--- src/rtl/xgmii_tx_arbiter.sv ---
// Round-robin arbiter for four requesters sharing one XGMII TX port, with an
// enforced inter-frame gap and a grant-length watchdog.
module xgmii_tx_arbiter #(
  parameter int IFG_CYCLES       = 2,
  parameter int MAX_FRAME_CYCLES = 1200
) (
  input  logic        sys_clk,
  input  logic        sys_rst,
  input  logic [3:0]  req,
  input  logic [3:0]  done,
  input  logic        link_up,
  output logic [3:0]  gnt,
  output logic [1:0]  active_port,
  output logic        busy,
  output logic        timeout_pulse,
  output logic [15:0] timeout_cnt
);
  // state | meaning
  // IDLE  | no grant; arbitrate when link is up and any req is set
  // GRANT | gnt one-hot to active_port until its done or watchdog expiry
  // IFG   | gnt held low for IFG_CYCLES, then back to IDLE
  typedef enum logic [1:0] {
    IDLE  = 2'd0,
    GRANT = 2'd1,
    IFG   = 2'd2
  } state_t;

  localparam int CW = $clog2(MAX_FRAME_CYCLES + 1);
  localparam int IW = (IFG_CYCLES > 1) ? $clog2(IFG_CYCLES) : 1;
  localparam logic [CW-1:0] CYC_MAX  = CW'(MAX_FRAME_CYCLES);
  localparam logic [IW-1:0] IFG_LOAD = (IFG_CYCLES > 0) ? IW'(IFG_CYCLES - 1) : '0;
  localparam state_t        REL_STATE = (IFG_CYCLES > 0) ? IFG : IDLE;

  state_t        state_q, state_d;
  logic [3:0]    gnt_q, gnt_d;
  logic [1:0]    ptr_q, ptr_d;
  logic [1:0]    ap_q, ap_d;
  logic          busy_q, busy_d;
  logic          pulse_q, pulse_d;
  logic [15:0]   tcnt_q, tcnt_d;
  logic [CW-1:0] cyc_q, cyc_d;
  logic [IW-1:0] ifg_q, ifg_d;

  logic [1:0]    pick;
  logic [1:0]    cand;
  logic          found;

  always_comb begin
    state_d = state_q;
    gnt_d   = gnt_q;
    ptr_d   = ptr_q;
    ap_d    = ap_q;
    pulse_d = 1'b0;
    tcnt_d  = tcnt_q;
    cyc_d   = cyc_q;
    ifg_d   = ifg_q;
    pick    = ptr_q;
    cand    = ptr_q;
    found   = 1'b0;

    // first set request at or above the round-robin pointer, wrapping
    for (int i = 0; i < 4; i++) begin
      cand = ptr_q + 2'(i);
      if (!found && req[cand]) begin
        pick  = cand;
        found = 1'b1;
      end
    end

    case (state_q)
      IDLE: begin
        if (link_up && found) begin
          state_d = GRANT;
          gnt_d   = 4'b0001 << pick;
          ap_d    = pick;
          ptr_d   = pick + 2'd1;
          cyc_d   = CW'(1);
        end
      end
      GRANT: begin
        if (done[ap_q] || (cyc_q == CYC_MAX)) begin
          state_d = REL_STATE;
          gnt_d   = '0;
          cyc_d   = '0;
          ifg_d   = IFG_LOAD;
          // a done landing on the final allowed cycle is a normal release
          if (!done[ap_q]) begin
            pulse_d = 1'b1;
            if (tcnt_q != 16'hFFFF) tcnt_d = tcnt_q + 16'd1;
          end
        end else begin
          cyc_d = cyc_q + CW'(1);
        end
      end
      IFG: begin
        if (ifg_q == '0) state_d = IDLE;
        else             ifg_d   = ifg_q - IW'(1);
      end
      default: state_d = IDLE;
    endcase

    busy_d = (state_d != IDLE);
  end

  always_ff @(posedge sys_clk) begin
    if (sys_rst) begin
      state_q <= IDLE;
      gnt_q   <= '0;
      ptr_q   <= '0;
      ap_q    <= '0;
      busy_q  <= 1'b0;
      pulse_q <= 1'b0;
      tcnt_q  <= '0;
      cyc_q   <= '0;
      ifg_q   <= '0;
    end else begin
      state_q <= state_d;
      gnt_q   <= gnt_d;
      ptr_q   <= ptr_d;
      ap_q    <= ap_d;
      busy_q  <= busy_d;
      pulse_q <= pulse_d;
      tcnt_q  <= tcnt_d;
      cyc_q   <= cyc_d;
      ifg_q   <= ifg_d;
    end
  end

  assign gnt           = gnt_q;
  assign active_port   = ap_q;
  assign busy          = busy_q;
  assign timeout_pulse = pulse_q;
  assign timeout_cnt   = tcnt_q;
endmodule

--- config.mk ---
export PLATFORM = sky130hd
export DESIGN_NAME = xgmii_tx_arbiter
export DESIGN_NICKNAME = d
export VERILOG_FILES = /design/src/rtl/xgmii_tx_arbiter.sv
export SDC_FILE = /design/constraint.sdc
export NUM_CORES = 1
export LEC_CHECK = 0
export ABC_AREA = 1
export CORE_MARGIN = 3
export CORE_UTILIZATION = 60
export CTS_BUF_LIST = sky130_fd_sc_hd__clkbuf_4 sky130_fd_sc_hd__clkbuf_8 sky130_fd_sc_hd__clkbuf_16
export DETAILED_ROUTE_END_ITERATION = 6
export PLACE_DENSITY = 0.86
export REMOVE_ABC_BUFFERS = 1
export SETUP_SLACK_MARGIN = 0.15
export SKIP_CTS_REPAIR_TIMING = 1
export SYNTH_ARGS = -nofsm -noshare
export SYNTH_HDL_FRONTEND = slang
export SYNTH_SLANG_ARGS = --single-unit
--- constraint.sdc ---
create_clock -name sys_clk -period 3.37 [get_ports sys_clk]
set_clock_uncertainty 0.15 [all_clocks]
set_input_delay 0.674 -clock sys_clk [delete_from_list [all_inputs] [get_ports sys_clk]]
set_output_delay 0.674 -clock sys_clk [all_outputs]
set_load 0.03 [all_outputs]
==> flow_results.org, run 1 <==
** Floorplanning
- In this run the vertical extent of the chip is between 70 and 80 µm.
- The initial utilization of the core area, before any placement, comes to between 60% and 70%.
- The core region is roughly 4000 µm².
- Die Wd :: ~72 µm
- After floorplanning, the core was divided into 23 placement rows.
- Number of top-level pins :: 35
- Die footprint :: 5240 µm²

** STA
- Pins Over Slew Limit :: 0
- Final Hold Violating Endpoints :: 0
- RSZ-0062 raised after global routing :: false
- Headroom to the max-slew limit came out at between 50% and 60%.
- Adding up every negative setup slack in the final design gives 0 ns.
- Measured slew at the worst slew-check pin :: around 0.65 ns
- Based on the critical path, the design can be clocked at up to 398 MHz.
- Smallest setup slack after layout :: about 0.86 ns
- The worst path in the final design needs a cycle of about 2.5 ns, including I/O delays and setup.
- Fraction of the cycle the final worst path needs :: 74.5%
- Smallest hold slack :: 0.329 ns
- Setup violations remaining at the end of the flow were counted as 0.

** Final layout
- Highest-count cells in the layout ignoring fill and taps :: sky130_fd_sc_hd__nand2_1, sky130_fd_sc_hd__dfxtp_1, sky130_fd_sc_hd__clkdlybuf4s50_1
- Number of nets in the final layout :: a little over 400
- The library cell used most frequently in the layout, excluding fill and tap cells, is sky130_fd_sc_hd__nand2_1.
- Syn-to-layout area delta :: 15.8%
- Of the cells placed in the final design, the portion with a size suffix greater than 1 is 16.6%.
- The repair_antennas step left the layout with diodes totalling 0.

** Worst hold path
- Worst hold path cell count :: 2
- The path class of the tightest hold or removal check is reg2reg.

** Clock tree
- Clock tree synthesis found a total of 40 sinks.
- The clock reaches the later pin of the worst-skew pair after about 0.29 ns.
- TritonCTS created 5 clock buffers.
- Clock-pin slew was measured on the worst setup and hold paths at about 0.080 ns.
- The tree is rooted in a sky130_fd_sc_hd__clkbuf_8.
- CTS H-Tree Depth :: 2
- TritonCTS clock tree :: built
- The clock passes through at most 2 buffers.

** Global routing
- Global-route total usage across every layer :: 24.5%
- The number of antenna violations at the first check in global routing was 0.
- Global-route wire length before repair :: approximately 10,000 µm
- The number of global-route vias before repair came to 2,351.
- Total congestion overflow after global routing :: 0
- Entering global routing, the biggest net connects 23 pins.

** Power and ir drop
- Pwr Density :: approximately 670 nW/µm²
- Sequential group share of total power :: between 30% and 40%
- Max VDD drop :: about 0.55 mV
- Total power draw :: around 2000 µW
- For this design the static power due to leakage is 0.00112 µW.
- Net switching is a little under half of the power.
- Proportion of power drawn by combinational gates :: about half
- P_sw :: ~940 µW
- The share of total power dissipated in the clock network is about 20%.
- Internal power :: about 1100 µW

** Routing
- Via/cell ratio :: 5.54
- The routed layout has ~2,500 vias.
- Number of remaining DRC errors :: 0
- For this block, the routed nets add up to 5970 µm of wire.
- Final antenna-violating net count :: 0
- DRT iter0 DRCs :: 123
- Detailed-route wire length per cell :: approximately 13 µm
- The pre-antenna-repair detailed-routing pass consisted of 4 iterations.

** Yosys
- Of the synthesized area, sequential elements account for between 30% and 40%.
- Most instantiated flip-flop cell in the synthesis netlist :: sky130_fd_sc_hd__dfxtp_1
- Synthesis instantiated 38 different standard cells from the library.
- Synthesized area per cell :: ~7.2 µm²
- Post-synth design cell area :: between 2000 and 3000 µm²
- Register bit total from synthesis :: 40
- The synthesized design contains 0 enable-type register cells.
- Counting flops with an async set or reset pin after synthesis yields a share of 0%.
- Synth Instances :: 367
- Number of synthesis warnings :: 0

** Setup path
- Worst Path Arrival :: about 2.5 ns
- For the worst flop-to-flop path, the logic depth is 14.
- Sort of element at the start of the critical path :: input pin
- Endpoint class of the critical path :: flop
- The critical path in this run is classified as in2reg.
- CP Data Required Time :: roughly 3.4 ns
- Of all nets on the critical path, the largest fanout is 6.

** Place
- Routability-driven placement finished with a final weighted congestion of about 0.95.
- Worst-case setup slack after placement :: 0.534 ns
- The HPWL after detailed placement is 4330 µm.
- Port Buffer Count :: 34

** Status
- The run finished with clean final reports.

** Job
- Max-cap violations in this run came to 0.
[synth_stat cells (all sizes together) (7+ instances only)]
cell type	count	share of area (%)
nand2	112	18
nand3	44	11
dfxtp	40	30
inv	37	5.5
a21oi	36	8.4
nor2	20	3.8
nand4	14	3.3
nor3	13	3.2
buf	9	3.5
o21ai	8	1.9
ha	7	3.3
xnor2	7	2.3
xor2	7	2.3
[critical path, cell delays in order]
cell and delay, ns:
sky130_fd_sc_hd__clkdlybuf4s50_1 0.42, sky130_fd_sc_hd__nand2_1 0.13, sky130_fd_sc_hd__nand2_4 0.08, sky130_fd_sc_hd__nand2_2 0.06
sky130_fd_sc_hd__nand2_2 0.09, sky130_fd_sc_hd__nor2_8 0.16, sky130_fd_sc_hd__nand3_1 0.10, sky130_fd_sc_hd__nand2_1 0.09
sky130_fd_sc_hd__nand2_1 0.05, sky130_fd_sc_hd__nand2_1 0.13, sky130_fd_sc_hd__inv_1 0.08, sky130_fd_sc_hd__ha_1 0.29
sky130_fd_sc_hd__o21ai_1 0.16, sky130_fd_sc_hd__a21oi_2 0.04
[path summary, 6_finish.rpt]
kind | slack [ns] | endpoint | start
setup reg to reg | 1.00 | ptr_q[1] | ptr_q[1]
setup / recovery | 0.86 | ptr_q[1] | req[3]
hold reg to reg | 0.33 | ifg_q | ifg_q
hold / removal | 0.33 | ifg_q | ifg_q
[layer usage]
metal | part of all wire (%) | global-route usage, % | up-vias
met5 | 0 | 0 | -
met4 | 2.2 | 10.2 | 0
met3 | 4.7 | 5.26 | 16
met2 | 48 | 41.8 | 67
met1 | 45 | 29.7 | 1134
li1 | - | - | 1258
[power by group through the flow]
stage          Sequential (µW)  Combinational, µW  Clock, µW
4_1_cts                    610               1030        405
3_5_place_dp               621               1020          0
3_3_place_gp               619                994          0
2_1_floorplan              671                716          0
6_report                   613               1030        400
5_1_grt                    621               1150        426
[stage by stage]
| step | util (%) | area, µm² | cells |
|---|---|---|---|
| 2_1_floorplan | - | 2530 | 353 |
| 3_3_place_gp | 71.8 | 2950 | 439 |
| 3_5_place_dp | 71.8 | 2950 | 439 |
| 4_1_cts | 74.5 | 3060 | 447 |
| 5_1_grt | 74.5 | 3060 | 447 |
| 6_report | 74.5 | 3060 | 447 |
[registers in the layout, indices dropped and copies added, names as in the netlist]
| signal | cells |
|---|---|
| ifg_q | 1 |
| busy | 1 |
| gnt | 4 |
| state_q | 2 |
| timeout_cnt | 16 |
| timeout_pulse | 1 |
| ptr_q | 2 |
| active_port | 2 |
| cyc_q | 11 |
[cells by family after synthesis]
logic type	count (synthesis)	share of synthesized area [%]
AO/OA/AOI/OAI	47	11.1
buffers and inverters	51	9.74
flip-flops	40	30.3
adder cells (fa/ha/maj)	7	3.31
XOR/XNOR	14	4.63
AND/OR/NAND/NOR	208	40.9
[cell type report]
class                   instances  area [µm²]
clock buffers                   6        76.3
clock inverters                 2        35.0
fillers                       329        1050
inverters                      37         146
multi-input cells             276        1590
flip-flops and latches         40         801
well taps                      50        62.6
repair buffers                 36         355
No activity file was read; power rests on OpenSTA's default activity.
==> run 2: changes to the inputs <==
--- a/config.mk
+++ b/config.mk
@@ -7,10 +7,10 @@
 export LEC_CHECK = 0
 export ABC_AREA = 1
 export CORE_MARGIN = 3
-export CORE_UTILIZATION = 60
+export CORE_UTILIZATION = 50
 export CTS_BUF_LIST = sky130_fd_sc_hd__clkbuf_4 sky130_fd_sc_hd__clkbuf_8 sky130_fd_sc_hd__clkbuf_16
 export DETAILED_ROUTE_END_ITERATION = 6
-export PLACE_DENSITY = 0.86
+export PLACE_DENSITY = 0.76
 export REMOVE_ABC_BUFFERS = 1
 export SETUP_SLACK_MARGIN = 0.15
 export SKIP_CTS_REPAIR_TIMING = 1
==> constraint.sdc (replaced) <==
create_clock -name sys_clk -period 2.2 [get_ports sys_clk]
set_clock_uncertainty 0.15 [all_clocks]
set_input_delay 0.44 -clock sys_clk [delete_from_list [all_inputs] [get_ports sys_clk]]
set_output_delay 0.44 -clock sys_clk [all_outputs]
set_load 0.03 [all_outputs]
==> run 2 against run 1 <==
Register-to-register slack worse by 0.82 ns. First-iteration DRC count grew 90%. Largest cell class unchanged. Sequential power increased by 54%. Cell count grew 8.1%. Routed wire length increased by 5.4%.
==> flow_results.org, run 2 (synthesis results as in run 1) <==
** Setup path
- The arrival time at the worst endpoint was 2.05 ns (-0.49 ns).
- The critical path in this run is classified as reg2reg.
- The cell depth of the worst flop-to-flop path is 15 (+1).
- Sort of element at the start of the critical path :: flop
- Reg2Reg Launch Point :: ptr_q[0]
- Endpoint class of the critical path :: flop
- Reg2Reg Setup Slack :: 0.18 ns (-0.82 ns)
- CP Data Required Time :: 2.23 ns (-1.17 ns)
- Endpoint of the worst-slack reg-to-reg timing path :: gnt[0]
- The maximum net fanout on the critical path was 8 (+2).

** Status
- Result of the run :: completed

** STA
- The slew at the pin closest to its max-slew limit is 0.330 ns (-0.319 ns).
- The setup-violating endpoint count in the final report was 0 (unchanged).
- Fraction of the cycle the final worst path needs :: slightly above 90%
- The total count of max-transition violations in the final report is 0 (unchanged).
- For this run, the top clock speed supported by timing is approximately 500 MHz.
- Period minus WS final :: roughly 2.0 ns
- RSZ-0062 raised after global routing :: true
- Slew headroom :: 77.9% (+21 points)
- The total count of hold-check failures in the final report was 0 (unchanged).

** Final layout
- The fill cell total of the finished layout is 423 (+29%).
- The layout net count came to 433 (+4.6%).
- Final std cell area, no fill :: 3360 µm² (+9.6%)
- The number of flip-flops in the largest register is 16 (unchanged).
- Number of standard cells in the layout, taps in and fillers out :: 483 (+8.1%)
- Relative to the synthesized area, the layout overhead comes to 26.9%.
- In the layout the commonest cells are sky130_fd_sc_hd__nand2_1, sky130_fd_sc_hd__dfxtp_1, sky130_fd_sc_hd__nand3_1.
- The library cell used most frequently in the layout, excluding fill and tap cells, is sky130_fd_sc_hd__nand2_1.
- Antenna cells :: 0 (unchanged)
- The share of layout cells above drive strength 1 was 25.0% (+8.4 points).

** Clock tree
- Clock-pin transition on the worst setup and hold timing paths :: 0.08 ns (about the same)
- The clock sink count came to 40 (unchanged).
- TritonCTS clock tree :: built
- Cts bufs inserted :: 5 (unchanged)
- Clock tree root buffer cell :: sky130_fd_sc_hd__clkbuf_8
- The maximum level of the CTS H-tree is 2 (unchanged).
- Clk_lat worst skew :: 0.30 ns (about the same)
- Max clock buf depth :: 2 (unchanged)

** Place
- Routability congestion estimate from global placement :: 0.926 (-2.5%)
- The post-DP HPWL is 4440 µm (+2.6%).
- The cell area after placement came to 3110 µm² (+5.5%).
- The number of placed cells counting well taps is 473 (+7.7%).
- Port Buffer Count :: 34 (unchanged)

** Routing
- Final wirelength :: 6290 µm (+5.4%)
- Final antenna-violating net count :: 0 (unchanged)
- The total via count in the routed design came to 2,543 (+2.7%).
- Detailed-route wire length per cell :: 13.0 µm (-2.5%)
- Number of remaining DRC errors :: 0 (unchanged)
- Count of TritonRoute iterations in the first routing pass :: 4 (unchanged)
- DRT iter0 DRCs :: 234 (+90%)
- Via/cell ratio :: 5.27 (-4.9%)

** Job
- Number of max-cap violations :: 0 (unchanged)

** Global routing
- The all-layer global routing usage came to 20.5% (-4.0 points).
- Initial antenna violation count :: 0 (unchanged)
- Total congestion overflow after global routing :: 0 (unchanged)
- The number of global-route vias before repair was 2,282 (-2.9%).
- Global-route wire length before repair :: 10,400 µm (-0.20%)
- The largest net degree at the start of global routing came to 19 (-17%).

** Floorplanning
- Die footprint :: 6200 µm² (+18%)
- The area inside the core boundary came to 4910 µm² (+19%).
- Number of top-level pins :: 35 (unchanged)
- The die outline width was 78.8 µm (+8.8%).
- Y dimension of the die :: 78.8 µm (+8.8%)
- The placement row count came to 25 (+8.7%).
- Starting Density :: 53.9% (-10 points)

** Power and ir drop
- The standby leakage power came to 0.00147 µW (+31%).
- The maximum resistive drop on vdd is 1.08 mV (+95%).
- Pwr Density :: 1100 nW/µm² (+65%)

** Worst hold path
- The startpoint identified for the worst hold timing path is ifg_q.
- Worst hold path cell count :: 2 (unchanged)
- The tightest min-delay check is of the reg2reg type.
- Worst min-delay path endpoint :: ifg_q
run 2: cell types whose count changed in the layout (fill, tap and decap cells not counted), sizes merged:
cell           before  now
inv                37   36
dlymetal6s2s        0   15
buf                 2   21
clkinvlp            0    1
clkdlybuf4s50      34   19
run 2: routing by layer:
metal	track usage, %	wire (µm)
met1	26.8	2920
met2	33.2	2990
met3	2.95	293
met4	9.27	92
met5	0	0
run 2: report_power, final:
group	switching (µW)	total, µW	internal [µW]
clock network	261	610	349
logic	1250	2130	878
registers	117	947	830
run 2: worst max path at each step:
stage	from	to	slack (ns)	cells after the start
after floorplan	state_q[0]	timeout_cnt[15]	0.02	8
after global routing	ptr_q[0]	gnt[0]	0.07	15
after CTS	ptr_q[0]	ptr_q[1]	-0.07	16
after detailed placement	req[0]	ptr_q[1]	-0.32	16
final	ptr_q[0]	gnt[0]	0.18	15
after global placement	req[0]	ptr_q[1]	-0.25	15
run 2: per-stage QoR:
stage | setup TNS (ns) | total power, µW | hold WS (ns) | util, % | setup WS [ns]
floorplan | 0 | 2120 | 0.288 | - | 0.0211
global placement | -1.12 | 2790 | 0.307 | 63.4 | -0.248
detailed placement | -1.99 | 2830 | 0.317 | 63.4 | -0.315
CTS | -0.0658 | 3450 | 0.329 | 65.7 | -0.0658
global route | 0 | 3940 | 0.356 | 68.4 | 0.0739
finish | 0 | 3690 | 0.327 | 68.4 | 0.178
run 2: critical path, stage by stage (launching register included):
cell	delay, ns
sky130_fd_sc_hd__dfxtp_4	0.40
sky130_fd_sc_hd__buf_6	0.13
sky130_fd_sc_hd__nand2_2	0.08
sky130_fd_sc_hd__nand2_4	0.07
sky130_fd_sc_hd__nand2_2	0.08
sky130_fd_sc_hd__nand2_4	0.07
sky130_fd_sc_hd__nor2_8	0.14
sky130_fd_sc_hd__nand2_1	0.07
sky130_fd_sc_hd__nand2_1	0.06
sky130_fd_sc_hd__nand2_1	0.04
sky130_fd_sc_hd__nand2_1	0.07
sky130_fd_sc_hd__nand2_2	0.06
sky130_fd_sc_hd__buf_4	0.14
sky130_fd_sc_hd__ha_1	0.19
sky130_fd_sc_hd__nand2_1	0.07
sky130_fd_sc_hd__a21oi_1	0.07
run 2: cell type report:
class / count / area (µm²) / share of cell area [%]
multi-input combinational: 276 / 1650 / 49.1
timing repair buffer: 55 / 552 / 16.4
inverter: 37 / 153 / 4.55
sequential: 40 / 808 / 24.1
clock buffer: 6 / 76.3 / 2.27
clock inverter: 2 / 35.0 / 1.04
tap: 67 / 83.8 / 2.50
==> run 3: changes to the inputs <==
--- a/config.mk
+++ b/config.mk
@@ -6,14 +6,16 @@
 export NUM_CORES = 1
 export LEC_CHECK = 0
 export ABC_AREA = 1
-export CORE_MARGIN = 3
+export CORE_MARGIN = 2
 export CORE_UTILIZATION = 50
 export CTS_BUF_LIST = sky130_fd_sc_hd__clkbuf_4 sky130_fd_sc_hd__clkbuf_8 sky130_fd_sc_hd__clkbuf_16
 export DETAILED_ROUTE_END_ITERATION = 6
+export GPL_TIMING_DRIVEN = 0
 export PLACE_DENSITY = 0.76
 export REMOVE_ABC_BUFFERS = 1
 export SETUP_SLACK_MARGIN = 0.15
 export SKIP_CTS_REPAIR_TIMING = 1
+export SLEW_MARGIN = 20
 export SYNTH_ARGS = -nofsm -noshare
 export SYNTH_HDL_FRONTEND = slang
 export SYNTH_SLANG_ARGS = --single-unit
==> run 3 against run 2 <==
Non-clock buffer count decreased by 4. Clock-buffer cell count decreased by 1. Critical path depth increased by 1.
==> flow_results.org, run 3 (synthesis results as in run 1) <==
** Setup path
- Endpoint class of the critical path :: flop
- Number of cells on the worst reg-to-reg path :: 16 (+1)
- The maximum net fanout on the critical path was 7 (-1).
- The internal reg-to-reg setup slack is 0.17 ns (about the same).
- CP max-delay cell :: sky130_fd_sc_hd__dfxtp_4
- The worst register-to-register path begins at ptr_q[0].
- The data required time of the critical path was 2.22 ns (about the same).
- Endpoint of the worst-slack reg-to-reg timing path :: ptr_q[1]
- STA classifies the critical path startpoint as a flop.
- Among the stages of the critical path, the cell type that occurs most often is sky130_fd_sc_hd__nand2_1.
- Worst Path Arrival :: 2.05 ns (about the same)
- Type of the worst setup path :: reg2reg
- The delay of the slowest cell on the worst path is 0.38 ns (-0.02 ns).
- Cell-by-cell trace of the critical path :: inv_6, nand2_1, nand2_2, nand2_2, nand2_4, nand2_2, nand2_1, nand2_1, nand2_1, nand2_1, nand2_1, nand2_2, inv_2, ha_4, o21ai_2, a21oi_2

** Global routing
- The first-pass GRT wire length came to 9730 µm (-6.1%).
- Initial antenna violation count :: 0 (unchanged)
- Via count of the first global-routing pass :: 2,271 (-0.48%)
- The all-layer global routing usage came to 19.6% (-0.88 points).
- The total global routing overflow came to 0 (unchanged).
- Largest net degree at the start of global routing :: 35 (+16)

** Final layout
- Syn-to-layout area delta :: 27.7%
- The layout net count was 430 (-0.69%).
- The post-route non-filler standard cell count came to 483 (unchanged).
- The number of flip-flops in the largest register came to 16 (unchanged).
- The sequential cell area came to 816 µm² (+0.93%).
- Post-layout util :: 66.1% (-2.2 points)
- The library cell used most frequently in the layout, excluding fill and tap cells, is sky130_fd_sc_hd__nand2_1.
- The final instance area is 3380 µm² (+0.60%).
- The antenna diode count was 0 (unchanged).
- The library cells used most frequently in the layout, excluding fill and tap cells, are sky130_fd_sc_hd__nand2_1, sky130_fd_sc_hd__dfxtp_1, sky130_fd_sc_hd__nand3_1.
- The fill cell total of the finished layout was 443 (+4.7%).
- Fraction of final layout cells sized beyond drive strength 1 :: 27.4% (+2.4 points)
- Multi-input logic area :: 1700 µm² (+2.8%)

** Worst hold path
- Worst min-delay path endpoint :: ifg_q
- Worst hold path cell count :: 2 (unchanged)
- The startpoint identified for the worst hold timing path is ifg_q.
- Worst hold path class :: reg2reg

** Clock tree
- TritonCTS built the clock tree.
- The clock tree buffer depth came to 2 (unchanged).
- # clock sinks :: 40 (unchanged)
- Clock-pin transition on the worst setup and hold timing paths :: 0.09 ns (about the same)
- Clock tree root buffer cell :: sky130_fd_sc_hd__clkbuf_8
- Clk_lat worst skew :: 0.29 ns (about the same)
- The maximum level of the CTS H-tree was 2 (unchanged).
- The number of buffers created by CTS was 5 (unchanged).

** STA
- RSZ-0062 raised after global routing :: false
- Period minus WS final :: 2.03 ns (+0.00460 ns)
- The timing-limited maximum frequency was 493 MHz (-0.23%).
- Slew headroom :: 48.8% (-29 points)
- The setup-violating endpoint count in the final report came to 0 (unchanged).
- The total count of hold-check failures in the final report was 0 (unchanged).
- Smallest setup slack after layout :: 0.173 ns (-0.00460 ns)
- Pins Over Slew Limit :: 0 (unchanged)
- The final period utilization is 92.1% (+0.21 points).
- Measured slew at the worst slew-check pin :: 0.767 ns (+0.437 ns)

** Routing
- DRT iter0 DRCs :: 114 (-51%)
- Total via count after detailed routing :: 2,639 (+3.8%)
- The number of vias per cell after detailed routing is 5.46 (+3.8%).
- The per-cell routed wire length is 13.7 µm (+5.1%).
- The residual antenna-violating net count after detailed routing came to 0 (unchanged).
- The residual DRC count was 0 (unchanged).
- The number of iterations in the first detailed-routing pass was 4 (unchanged).
- The total wire length after detailed routing is 6610 µm (+5.1%).

** Floorplanning
- Y dimension of the die :: 76.8 µm (-2.5%)
- The starting density of the core came to 51.8% (-2.1 points).
- Die Wd :: 76.8 µm (-2.5%)
- The area of the die came to 5890 µm² (-5.0%).
- Number of top-level pins :: 35 (unchanged)
- Core Region :: 5110 µm² (+4.0%)
- The placement row count is 26 (+4.0%).

** Job
- Number of max-cap violations :: 0 (unchanged)

** Power and ir drop
- P_leak :: 0.00143 µW (-2.6%)
- The overall power after layout came to 3770 µW (+2.1%).
- Max VDD drop :: 1.02 mV (-5.5%)
- The power per unit of standard cell area is 1110 nW/µm² (+1.5%).

** Place
- The post-DP HPWL was 3960 µm (-11%).
- Port Buffer Count :: 34 (unchanged)
- The number of placed cells counting well taps came to 457 (-3.4%).
- Placed instance area :: 2960 µm² (-5.0%)
- The worst-case setup slack after placement is -0.695 ns (-0.380 ns).
- The global placer's final weighted congestion was 0.859 (-7.2%).

** Status
- The run finished with clean final reports.
-- run 3: per-stage QoR --
step / TNS [ns] / hold WS, ns
3_3_place_gp: -15.94 / 0.302
6_report: 0 / 0.320
3_5_place_dp: -12.75 / 0.307
2_1_floorplan: 0 / 0.288
4_1_cts: -10.13 / 0.321
5_1_grt: 0 / 0.366
-- run 3: metal layers --
layer | share of wire [%] | vias to the layer above | routed length, µm | GRT usage [%]
met1 | 43 | 1260 | 2820 | 24.9
met4 | 1.9 | 0 | 124 | 7.64
met5 | 0 | - | 0 | 0
met3 | 4.8 | 13 | 318 | 3.53
li1 | - | 1293 | - | -
met2 | 51 | 73 | 3350 | 32.8
-- run 3: report_power, final --
part           switching (µW)  internal (µW)
sequential                104            830
clock                     273            336
combinational            1350            873
-- run 3: layout make-up --
class,instances,area share (%)
clock buffer,5,2.04
clock inverter,3,1.26
inverter,37,4.63
multi-input combinational,277,50.2
sequential,40,24.1
tap,70,2.59
timing repair buffer,51,15.1
-- run 3: worst max-delay path, delay by kind of cell, from the launching register on --
kind                     cells  cell delay (ns)
adder cells (fa/ha/maj)      1             0.20
AO/OA/AOI/OAI                2             0.17
buffers and inverters        2             0.20
AND/OR/NAND/NOR             11             0.84
flip-flops                   1             0.38
-- run 3: how the worst max path moves through the flow --
| stage | to | slack, ns | from |
|---|---|---|---|
| after floorplan | timeout_cnt[15] | 0.02 | state_q[0] |
| after global placement | timeout_cnt[8] | -0.69 | state_q[0] |
| after detailed placement | timeout_cnt[15] | -0.70 | state_q[0] |
| after CTS | timeout_cnt[15] | -0.75 | state_q[0] |
| after global routing | gnt[1] | 0.1 | ptr_q[0] |
| final | ptr_q[1] | 0.17 | ptr_q[0] |
